## config.mk

```make
export PLATFORM = sky130hd
export DESIGN_NAME = spi_fram_responder
export DESIGN_NICKNAME = d
export VERILOG_FILES = /design/src/rtl/spi_fram_responder.sv
export SDC_FILE = /design/constraint.sdc
export NUM_CORES = 1
export LEC_CHECK = 0
export ABC_AREA = 0
export CORE_ASPECT_RATIO = 1.2
export CORE_UTILIZATION = 30
export CTS_CLUSTER_DIAMETER = 80
export CTS_CLUSTER_SIZE = 8
export DETAILED_ROUTE_END_ITERATION = 16
export SYNTH_ARGS = -nofsm -noshare
export SYNTH_HDL_FRONTEND = slang
export SYNTH_SLANG_ARGS = --single-unit
```

## constraint.sdc

```tcl
create_clock -name clk -period 3.85 [get_ports clk]
set_input_delay 0.77 -clock clk [delete_from_list [all_inputs] [get_ports clk]]
set_output_delay 0.77 -clock clk [all_outputs]
set_load 0.01 [all_outputs]
```

## src/rtl/spi_fram_responder.sv

```systemverilog
`default_nettype none
// +----------------------------------------------------------------------------+
// | Module      : spi_fram_responder                                           |
// | Description : SPI mode-0 responder emulating the FM25L16 WRITE/READ subset |
// |               over a small register memory, with write strobe and peek.    |
// | Revision    : 1.0 - initial release                                        |
// +----------------------------------------------------------------------------+
module spi_fram_responder #(
    parameter int ADDR_W      = 6,
    parameter int DATA_W      = 8,
    parameter int SYNC_STAGES = 2
) (
    input  logic              clk,
    input  logic              rst_n,
    input  logic              spi_clk,
    input  logic              spi_cs,
    input  logic              spi_si,
    output logic              spi_so,
    output logic              busy,
    output logic              wr_strobe,
    output logic [ADDR_W-1:0] wr_addr,
    output logic [DATA_W-1:0] wr_data,
    input  logic [ADDR_W-1:0] peek_addr,
    output logic [DATA_W-1:0] peek_data
);

    localparam int DEPTH = 2 ** ADDR_W;

    localparam logic [2:0] S_IDLE = 3'd0;
    localparam logic [2:0] S_OP   = 3'd1;
    localparam logic [2:0] S_AH   = 3'd2;
    localparam logic [2:0] S_AL   = 3'd3;
    localparam logic [2:0] S_WR   = 3'd4;
    localparam logic [2:0] S_RD   = 3'd5;
    localparam logic [2:0] S_IGN  = 3'd6;

    localparam logic [7:0] c_OP_WRITE = 8'h02;
    localparam logic [7:0] c_OP_READ  = 8'h03;

    logic [SYNC_STAGES-1:0] r_sclk_sync;
    logic [SYNC_STAGES-1:0] r_cs_sync;
    logic [SYNC_STAGES-1:0] r_si_sync;
    logic                   r_sclk_d;

    logic [2:0]        r_state;
    logic [2:0]        w_state_nxt;
    logic [2:0]        r_bit_cnt;
    logic [6:0]        r_rx_shift;
    logic [6:0]        r_tx_shift;
    logic [ADDR_W-1:0] r_addr;
    logic              r_is_read;
    logic              r_rd_reload;
    logic              r_spi_so;
    logic              r_wr_strobe;
    logic [ADDR_W-1:0] r_wr_addr;
    logic [DATA_W-1:0] r_wr_data;
    logic [DATA_W-1:0] r_mem [DEPTH];

    logic       w_sclk_s;
    logic       w_cs_s;
    logic       w_si_s;
    logic       w_rise;
    logic       w_fall;
    logic       w_byte_done;
    logic [7:0] w_rx_byte;

    assign w_sclk_s    = r_sclk_sync[SYNC_STAGES-1];
    assign w_cs_s      = r_cs_sync[SYNC_STAGES-1];
    assign w_si_s      = r_si_sync[SYNC_STAGES-1];
    assign w_rise      = w_sclk_s & ~r_sclk_d;
    assign w_fall      = ~w_sclk_s & r_sclk_d;
    assign w_rx_byte   = {r_rx_shift, w_si_s};
    assign w_byte_done = w_rise && (r_bit_cnt == 3'd7) && (r_state != S_IDLE) && !w_cs_s;

    assign spi_so    = r_spi_so;
    assign busy      = ~w_cs_s;
    assign wr_strobe = r_wr_strobe;
    assign wr_addr   = r_wr_addr;
    assign wr_data   = r_wr_data;
    assign peek_data = r_mem[peek_addr];

    // Bring the asynchronous SPI pins into the clk domain; chip select resets deselected.
    always_ff @(posedge clk or negedge rst_n) begin
        if (!rst_n) begin
            r_sclk_sync <= '0;
            r_cs_sync   <= '1;
            r_si_sync   <= '0;
            r_sclk_d    <= 1'b0;
        end else begin
            r_sclk_sync <= {r_sclk_sync[SYNC_STAGES-2:0], spi_clk};
            r_cs_sync   <= {r_cs_sync[SYNC_STAGES-2:0], spi_cs};
            r_si_sync   <= {r_si_sync[SYNC_STAGES-2:0], spi_si};
            r_sclk_d    <= w_sclk_s;
        end
    end

    // State register.
    always_ff @(posedge clk or negedge rst_n) begin
        if (!rst_n) begin
            r_state <= S_IDLE;
        end else begin
            r_state <= w_state_nxt;
        end
    end

    // Next-state decode: a deselect always wins and returns to idle.
    always_comb begin
        w_state_nxt = r_state;
        if (w_cs_s) begin
            w_state_nxt = S_IDLE;
        end else begin
            case (r_state)
                S_IDLE: w_state_nxt = S_OP;
                S_OP: begin
                    if (w_byte_done) begin
                        if (w_rx_byte == c_OP_WRITE || w_rx_byte == c_OP_READ) begin
                            w_state_nxt = S_AH;
                        end else begin
                            w_state_nxt = S_IGN;
                        end
                    end
                end
                S_AH: if (w_byte_done) w_state_nxt = S_AL;
                S_AL: if (w_byte_done) w_state_nxt = r_is_read ? S_RD : S_WR;
                default: w_state_nxt = r_state;
            endcase
        end
    end

    // Shift registers, address pointer, memory writes and read-data serialisation.
    always_ff @(posedge clk or negedge rst_n) begin
        if (!rst_n) begin
            r_bit_cnt   <= 3'd0;
            r_rx_shift  <= 7'd0;
            r_tx_shift  <= 7'd0;
            r_addr      <= '0;
            r_is_read   <= 1'b0;
            r_rd_reload <= 1'b0;
            r_spi_so    <= 1'b0;
            r_wr_strobe <= 1'b0;
            r_wr_addr   <= '0;
            r_wr_data   <= '0;
            for (int i = 0; i < DEPTH; i++) begin
                r_mem[i] <= '0;
            end
        end else begin
            r_wr_strobe <= 1'b0;
            if (w_cs_s || r_state == S_IDLE) begin
                // Any partial byte is dropped here.
                r_bit_cnt   <= 3'd0;
                r_spi_so    <= 1'b0;
                r_rd_reload <= 1'b0;
            end else begin
                if (w_rise) begin
                    r_rx_shift <= w_rx_byte[6:0];
                    r_bit_cnt  <= r_bit_cnt + 3'd1;
                end
                case (r_state)
                    S_OP: begin
                        if (w_byte_done) r_is_read <= (w_rx_byte == c_OP_READ);
                    end
                    S_AL: begin
                        if (w_byte_done) begin
                            r_addr <= w_rx_byte[ADDR_W-1:0];
                            if (r_is_read) begin
                                r_spi_so    <= r_mem[w_rx_byte[ADDR_W-1:0]][7];
                                r_tx_shift  <= r_mem[w_rx_byte[ADDR_W-1:0]][6:0];
                                // The next falling edge reloads the same byte rather than shifting.
                                r_rd_reload <= 1'b1;
                            end
                        end
                    end
                    S_WR: begin
                        if (w_byte_done) begin
                            r_mem[r_addr] <= w_rx_byte;
                            r_wr_strobe   <= 1'b1;
                            r_wr_addr     <= r_addr;
                            r_wr_data     <= w_rx_byte;
                            r_addr        <= r_addr + ADDR_W'(1);
                        end
                    end
                    S_RD: begin
                        if (w_byte_done) begin
                            r_addr      <= r_addr + ADDR_W'(1);
                            r_rd_reload <= 1'b1;
                        end else if (w_fall) begin
                            if (r_rd_reload) begin
                                r_spi_so    <= r_mem[r_addr][7];
                                r_tx_shift  <= r_mem[r_addr][6:0];
                                r_rd_reload <= 1'b0;
                            end else begin
                                r_spi_so   <= r_tx_shift[6];
                                r_tx_shift <= {r_tx_shift[5:0], 1'b0};
                            end
                        end
                    end
                    default: r_spi_so <= 1'b0;
                endcase
            end
        end
    end

endmodule
`default_nettype wire

```

==> results of run 1 <==
registers in the layout, indices dropped and copies added, names as in the netlist, 2 cells and up:
name         cells
r_tx_shift       7
r_sclk_sync      2
r_rx_shift       7
wr_addr          6
r_bit_cnt        3
r_mem          512
r_state          3
r_cs_sync        2
r_si_sync        2
r_addr           6
wr_data          8
metal layers:
metal / track usage, % / part of all wire, % / vias up
li1: - / - / 10020
met5: 0 / 0.026 / -
met2: 35.93 / 46 / 1838
met3: 5.679 / 10 / 598
met4: 15.88 / 8.3 / 4
met1: 27.27 / 35 / 13300
cells by family (layout without fill, tap and decap cells):
group	count (synthesis)	count (layout)
adders and majority gates	4	4
and+or+nand+nor	320	320
muxes	968	968
DFF	563	563
xor gates and xnor gates	1	1
other	0	2
buffers and inverters	246	373
AOI/OAI and AO/OA	372	372
Yosys cell counts (13+ instances only):
master / number / area share [%]
clkbuf_1: 147 / 1.6
a21oi_1: 62 / 0.91
nor2_2: 21 / 0.39
a22oi_1: 55 / 1.2
nor2b_1: 21 / 0.39
dfrtp_1: 561 / 41
o211ai_1: 15 / 0.33
a221o_1: 19 / 0.56
nand2_2: 32 / 0.59
o21ai_0: 60 / 0.88
buf_1: 31 / 0.34
nand3_1: 25 / 0.37
mux2i_1: 63 / 1.9
a211oi_1: 13 / 0.29
buf_2: 45 / 0.66
a221oi_1: 47 / 1.2
mux4_2: 320 / 21
nor2_1: 53 / 0.59
nand2_1: 94 / 1.0
a22o_1: 17 / 0.44
mux2_2: 580 / 19
per-stage QoR:
step	power, mW	cell area [um^2]	instances	setup slack, ns
global route	15.09	39710	4097	-0.01531
global placement	8.174	37190	3973	-0.3812
detailed placement	8.174	37190	3973	-0.3788
floorplan	7.243	34010	2474	0.007018
CTS	14.76	39560	4087	-0.1199
finish	14.69	39710	4099	-0.01294
worst min path at each step:
stage | endpoint | slack (ns) | cells after the start
floorplan | r_sclk_sync[1] | 0.33 | 0
global placement | r_si_sync[1] | 0.33 | 0
detailed placement | r_si_sync[1] | 0.35 | 0
CTS | r_mem[262] | 0.11 | 1
global route | r_mem[275] | 0.14 | 1
finish | r_mem[275] | 0.11 | 1
cell type report:
cell class | count | area [um^2]
Antenna cell | 2 | 5.005
Clock buffer | 97 | 2130
Clock inverter | 8 | 90.09
Fill cell | 10700 | 72120
Inverter | 11 | 43.79
Multi-Input combinational cell | 1665 | 18910
Sequential cell | 563 | 14130
Tap cell | 1496 | 1872
Timing Repair Buffer | 257 | 2536
power by group through the flow:
stage | Clock, mW | Sequential, mW | Combinational [mW]
detailed placement | 0 | 6.42 | 1.75
finish | 6.53 | 6.35 | 1.82
global route | 6.86 | 6.34 | 1.89
floorplan | 0 | 6.07 | 1.18
global placement | 0 | 6.43 | 1.74
CTS | 6.65 | 6.33 | 1.78
what timing repair did:
item / 4_1_cts / 5_1_grt
gates cloned: 2 / 1
buffers inserted: 7 / 9
endpoints found under the setup margin: 8 / 6
gates resized for setup: 34 / 11
hold buffers: 0 / 0
pin swaps: 0 / 0
==> flow_metrics.py, run 1 <==
metrics = {
    "routing": {
        "route.vias.total": 25770,
        "wl_per_cell_um": 31.93,
        "dr.first_iter.drc_count": 3312,
        "drcViolationCount": 0,
        "ant_nets": 0,
        "first_pass_iters": 8,
        "drt-vias-per-instance": 6.286,
        "routed_wirelength_mm": 130.9,
    },
    "critical_path": {
        "cp_common_cell": "mux4_2",
        "crit_slowest_cell": "mux4_2",
        "crit_chain": "buf_16 > buf_12 > buf_4 > mux4_2 > mux4_2 > mux4_2 > buf_6",
        "critPathArrivalTime_ns": 3.09,
        "endpoint_kind": "output pin",
        "path_depth": 7,
        "startpoint": "peek_addr[0]",
        "r2r_slack_ns": 0.37,
        "reg2reg_depth": 8,
        "r2r_end": "spi_so",
        "startpoint_type": "primary input",
        "required_ns": 3.08,
        "critPathMaxFanout": 7,
        "path_buf_inv": 4,
        "crit_path_max_incr_delay_ns": 0.61,
        "endpoint": "peek_data[7]",
        "timing.rr.start": "r_addr[0]",
        "critPathTopFamily": "multiplexers",
        "critPathKind": "primary input to output pin",
    },
    "synthesis": {
        "yosysSeqAreaShare_pct": 41.44,
        "async_flop_share_pct": 100.0,
        "synth-main-ff-cell": "dfrtp_1",
        "netlist_area_um2": 34010,
        "synth-simple-area-share_pct": 5.037,
        "ys_warn_count": 0,
        "ys_ff_latch": 563,
        "syn_avg_cell_area_um2": 13.74,
        "synthAdderAreaFrac_pct": 0.1398,
        "synth_mux_area_share_pct": 42.42,
        "synth_cells": 2474,
        "syn-num-nets": 2488,
        "synth_top_family_by_area": "multiplexers",
        "synth_compound_area_share_pct": 7.907,
        "synth_edf_count": 0,
        "synthDistinctLibCells": 77,
        "synth_xor_area_share_pct": 0.02576,
    },
    "grt": {
        "antenna_found_initial": 3,
        "first_global_vias": 25580,
        "grt_pass1_wl_mm": 189.2,
        "grt_usage_pct": 22.79,
        "grt_max_degree": 112,
        "grt-ovfl-total": 0,
    },
    "placement": {
        "port_buffers": 35,
        "dp_hpwl_mm": 92.38,
        "gp_congestion": 0.9992,
    },
    "timing": {
        "fmax_mhz": 258.9,
        "fin_crit_ns": 3.863,
        "fin_crit_sh_pct": 100.3,
        "skew_ns": 0.03579,
        "worst_slack_ns": -0.01294,
        "setup_viol": 1,
        "worst_pin_slew_ns": 1.331,
        "fin_setup_tns_ns": -0.01294,
        "hold_viol": 0,
        "slew_violations": 0,
        "whs_ns": 0.1051,
        "slew_headroom_pct": 10.96,
        "rsz0062_at_grt": "yes",
    },
    "final_layout": {
        "areaGrowthSynthToFinish_pct": 16.79,
        "final_common_cell": "mux2_2",
        "mostFrequentLayoutCells": "580 x mux2_2, 550 x dfrtp_1, 320 x mux4_2",
        "layout-drive-gt1-share_pct": 50.48,
        "nets": 2593,
        "utilization_pct": 35.51,
    },
    "power_and_ir_drop": {
        "peakVddDrop_mv": 0.3000,
        "p_seq_share_pct": 43.2,
        "switching_share_pct": 28.73,
        "p_sw_mw": 4.221,
        "clock_power_share_pct": 44.4,
        "combPwrFrac_pct": 12.4,
        "p_per_area_nw_per_um2": 370.0,
        "internal_power_mw": 10.47,
        "leakagePower_nw": 17.04,
    },
    "run_status": {
        "violations": "negative setup slack",
        "status": "finished, violations left",
    },
    "floorplanning": {
        "fp.dieH_um": 370.8,
        "initial_core_util_pct": 30.41,
        "die_w_um": 309.3,
        "ioPinCount": 36,
        "core_area_um2": 111800,
        "rows": 134,
        "die_area_um2": 114700,
    },
    "cts": {
        "clk_pin_slew_ns": 0.05,
        "clockBufferDepth": 3,
        "cts_max_level": 3,
        "cts_made_buffers": 81,
        "clk_latency_ns": 0.66,
        "cts.sink_count": 563,
        "clock-root-buffer": "clkbuf_16",
        "cts_tree": "done",
    },
    "run": {
        "max_cap_viol_count": 0,
    },
    "worst_hold_path": {
        "hold_path_class": "primary input to asynchronous set/reset pin",
    },
}
No activity file was read; power rests on OpenSTA's default activity.
==> run 2: changes to the inputs <==
Settings changed: DONT_BUFFER_PORTS from default to 1, HOLD_SLACK_MARGIN from default to 0.1.
==> flow_metrics.py, run 2 (synthesis gave the netlist of run 1 again) <==
metrics = {
    "run_status": {
        "status": "finished, violations left",
        "violations": "negative hold slack, max-slew violations",
    },
    "routing": {
        "routed_wirelength_mm": 126.6,
        "drt-met1-wl_mm": 46.47,
        "dr.first_iter.drc_count": 3476,
        "first_pass_iters": 6,
        "route.vias.total": 24880,
        "wl_per_cell_um": 31.78,
        "top_layer": "met5",
        "wl_met3_mm": 12.57,
        "ant_nets": 0,
        "drcViolationCount": 0,
        "wl_met2_mm": 58.87,
        "drt-vias-per-instance": 6.245,
    },
    "run": {
        "max_cap_viol_count": 0,
    },
    "critical_path": {
        "endpoint_kind": "output pin",
        "reg2reg_depth": 8,
        "startpoint_type": "flip-flop",
        "critPathMaxFanout": 4,
        "critPathKind": "flip-flop to output pin",
        "required_ns": 3.08,
        "critPathArrivalTime_ns": 2.84,
    },
    "grt": {
        "grt_max_degree": 564,
        "antenna_found_initial": 3,
        "grt_usage_pct": 22.10,
        "grt-ovfl-total": 0,
        "first_global_vias": 24800,
        "grt_pass1_wl_mm": 184.3,
    },
    "cts": {
        "clk_latency_ns": 0.67,
        "cts_post_setup_buffers_inserted": 0,
        "cts_tree": "done",
        "clock-root-buffer": "clkbuf_16",
        "ctsHoldBuffers": 1,
        "clockBufferDepth": 3,
        "post_cts_resized": 0,
        "cts.sink_count": 563,
        "cts_max_level": 3,
        "cts_made_buffers": 80,
        "clk_pin_slew_ns": 0.06,
    },
    "final_layout": {
        "nets": 2481,
        "largest_register": "r_mem",
        "areaGrowthSynthToFinish_pct": 13.27,
        "largest_reg_flops": 512,
        "regArea_um2": 14130,
        "layout-drive-gt1-share_pct": 49.10,
        "n_fill_cell": 10930,
        "multi_input_area_um2": 18910,
        "final_common_cell": "mux2_2",
        "mostFrequentLayoutCells": "580 x mux2_2, 550 x dfrtp_1, 320 x mux4_2",
    },
    "power_and_ir_drop": {
        "leakagePower_nw": 16.40,
        "p_sw_mw": 4.047,
        "combPwrFrac_pct": 10.5,
        "p_per_area_nw_per_um2": 375.3,
        "peakVddDrop_mv": 0.3155,
        "finalPower_mw": 14.46,
        "internal_power_mw": 10.41,
        "p_seq_share_pct": 43.8,
        "switching_share_pct": 27.99,
        "clock_power_share_pct": 45.7,
    },
    "placement": {
        "gp_congestion": 0.9492,
        "dp_hpwl_mm": 83.32,
        "port_buffers": 0,
    },
    "timing": {
        "slew_violations": 352,
        "whs_ns": -0.1484,
        "fmax_mhz": 276.9,
        "worst_pin_slew_ns": 2.685,
        "rsz0062_at_grt": "no",
        "fin_crit_ns": 3.612,
        "fin_setup_tns_ns": 0,
        "skew_ns": 0.04552,
        "hold_viol": 177,
        "fin_crit_sh_pct": 93.81,
        "setup_viol": 0,
        "slew_headroom_pct": -79.02,
    },
    "floorplanning": {
        "rows": 134,
        "core_area_um2": 111800,
        "fp.dieH_um": 370.8,
        "die_area_um2": 114700,
        "die_w_um": 309.3,
        "initial_core_util_pct": 30.41,
        "ioPinCount": 36,
    },
    "worst_hold_path": {
        "hold_path_class": "primary input to asynchronous set/reset pin",
    },
}
-- run 2: cell count changes in the layout (fill, tap and decap cells not counted), moves of 2 or more --
cell             previous run  this run
buf_16                      6         0
buf_12                     29        20
clkdlybuf4s50_1            22         0
clkbuf_16                  84        82
buf_2                       4         0
buf_6                       9         0
buf_4                     182       125
clkbuf_2                    2         0
clkinvlp_4                  2         0
-- run 2: final timing paths --
kind,start,endpoint,slack [ns]
max in group asynchronous,rst_n,r_si_sync[1],1.80
max,r_mem[285],peek_data[5],0.24
min,rst_n,r_mem[376],-0.15
min reg2reg,r_cs_sync[0],r_cs_sync[1],0.35
max reg2reg,r_addr[0],r_tx_shift[0],0.44
min in group clk,spi_clk,r_sclk_sync[0],0.13
-- run 2: critical path, cell delays in order, from the launching register on --
cell	delay (ns)
dfrtp_1	0.43
mux4_2	0.47
mux4_2	0.63
mux4_2	0.64
-- run 2: per-stage QoR --
step	cell area [um^2]	cells	setup WS, ns	util, %
2_1_floorplan	34010	2474	0.007018	-
3_3_place_gp	36290	3880	0.3870	32.45
3_5_place_dp	36290	3880	0.5036	32.45
4_1_cts	38520	3983	0.2764	34.44
5_1_grt	38520	3983	0.2471	34.44
6_report	38520	3984	0.2382	34.44
-- run 2: power by group through the flow --
stage / registers, mW / logic (mW) / clock network, mW
final: 6.33 / 1.52 / 6.61
after global routing: 6.33 / 1.57 / 6.91
after floorplan: 6.07 / 1.18 / 0
after global placement: 6.42 / 1.48 / 0
after detailed placement: 6.42 / 1.49 / 0
after CTS: 6.32 / 1.49 / 6.71
-- run 2: metal layers --
metal,vias up,track usage (%)
met4,4,14.08
li1,9793,-
met2,1444,34.81
met1,13260,27.14
met5,-,0
met3,379,5.228
-- run 2: final cells by class --
class                           count  area share (%)
Antenna cell                        1        0.006497
Inverter                           11          0.1137
Clock inverter                      6          0.2859
Tap cell                         1496           4.860
Timing Repair Buffer              146           3.502
Sequential cell                   563           36.68
Multi-Input combinational cell   1665           49.09
Clock buffer                       96           5.464
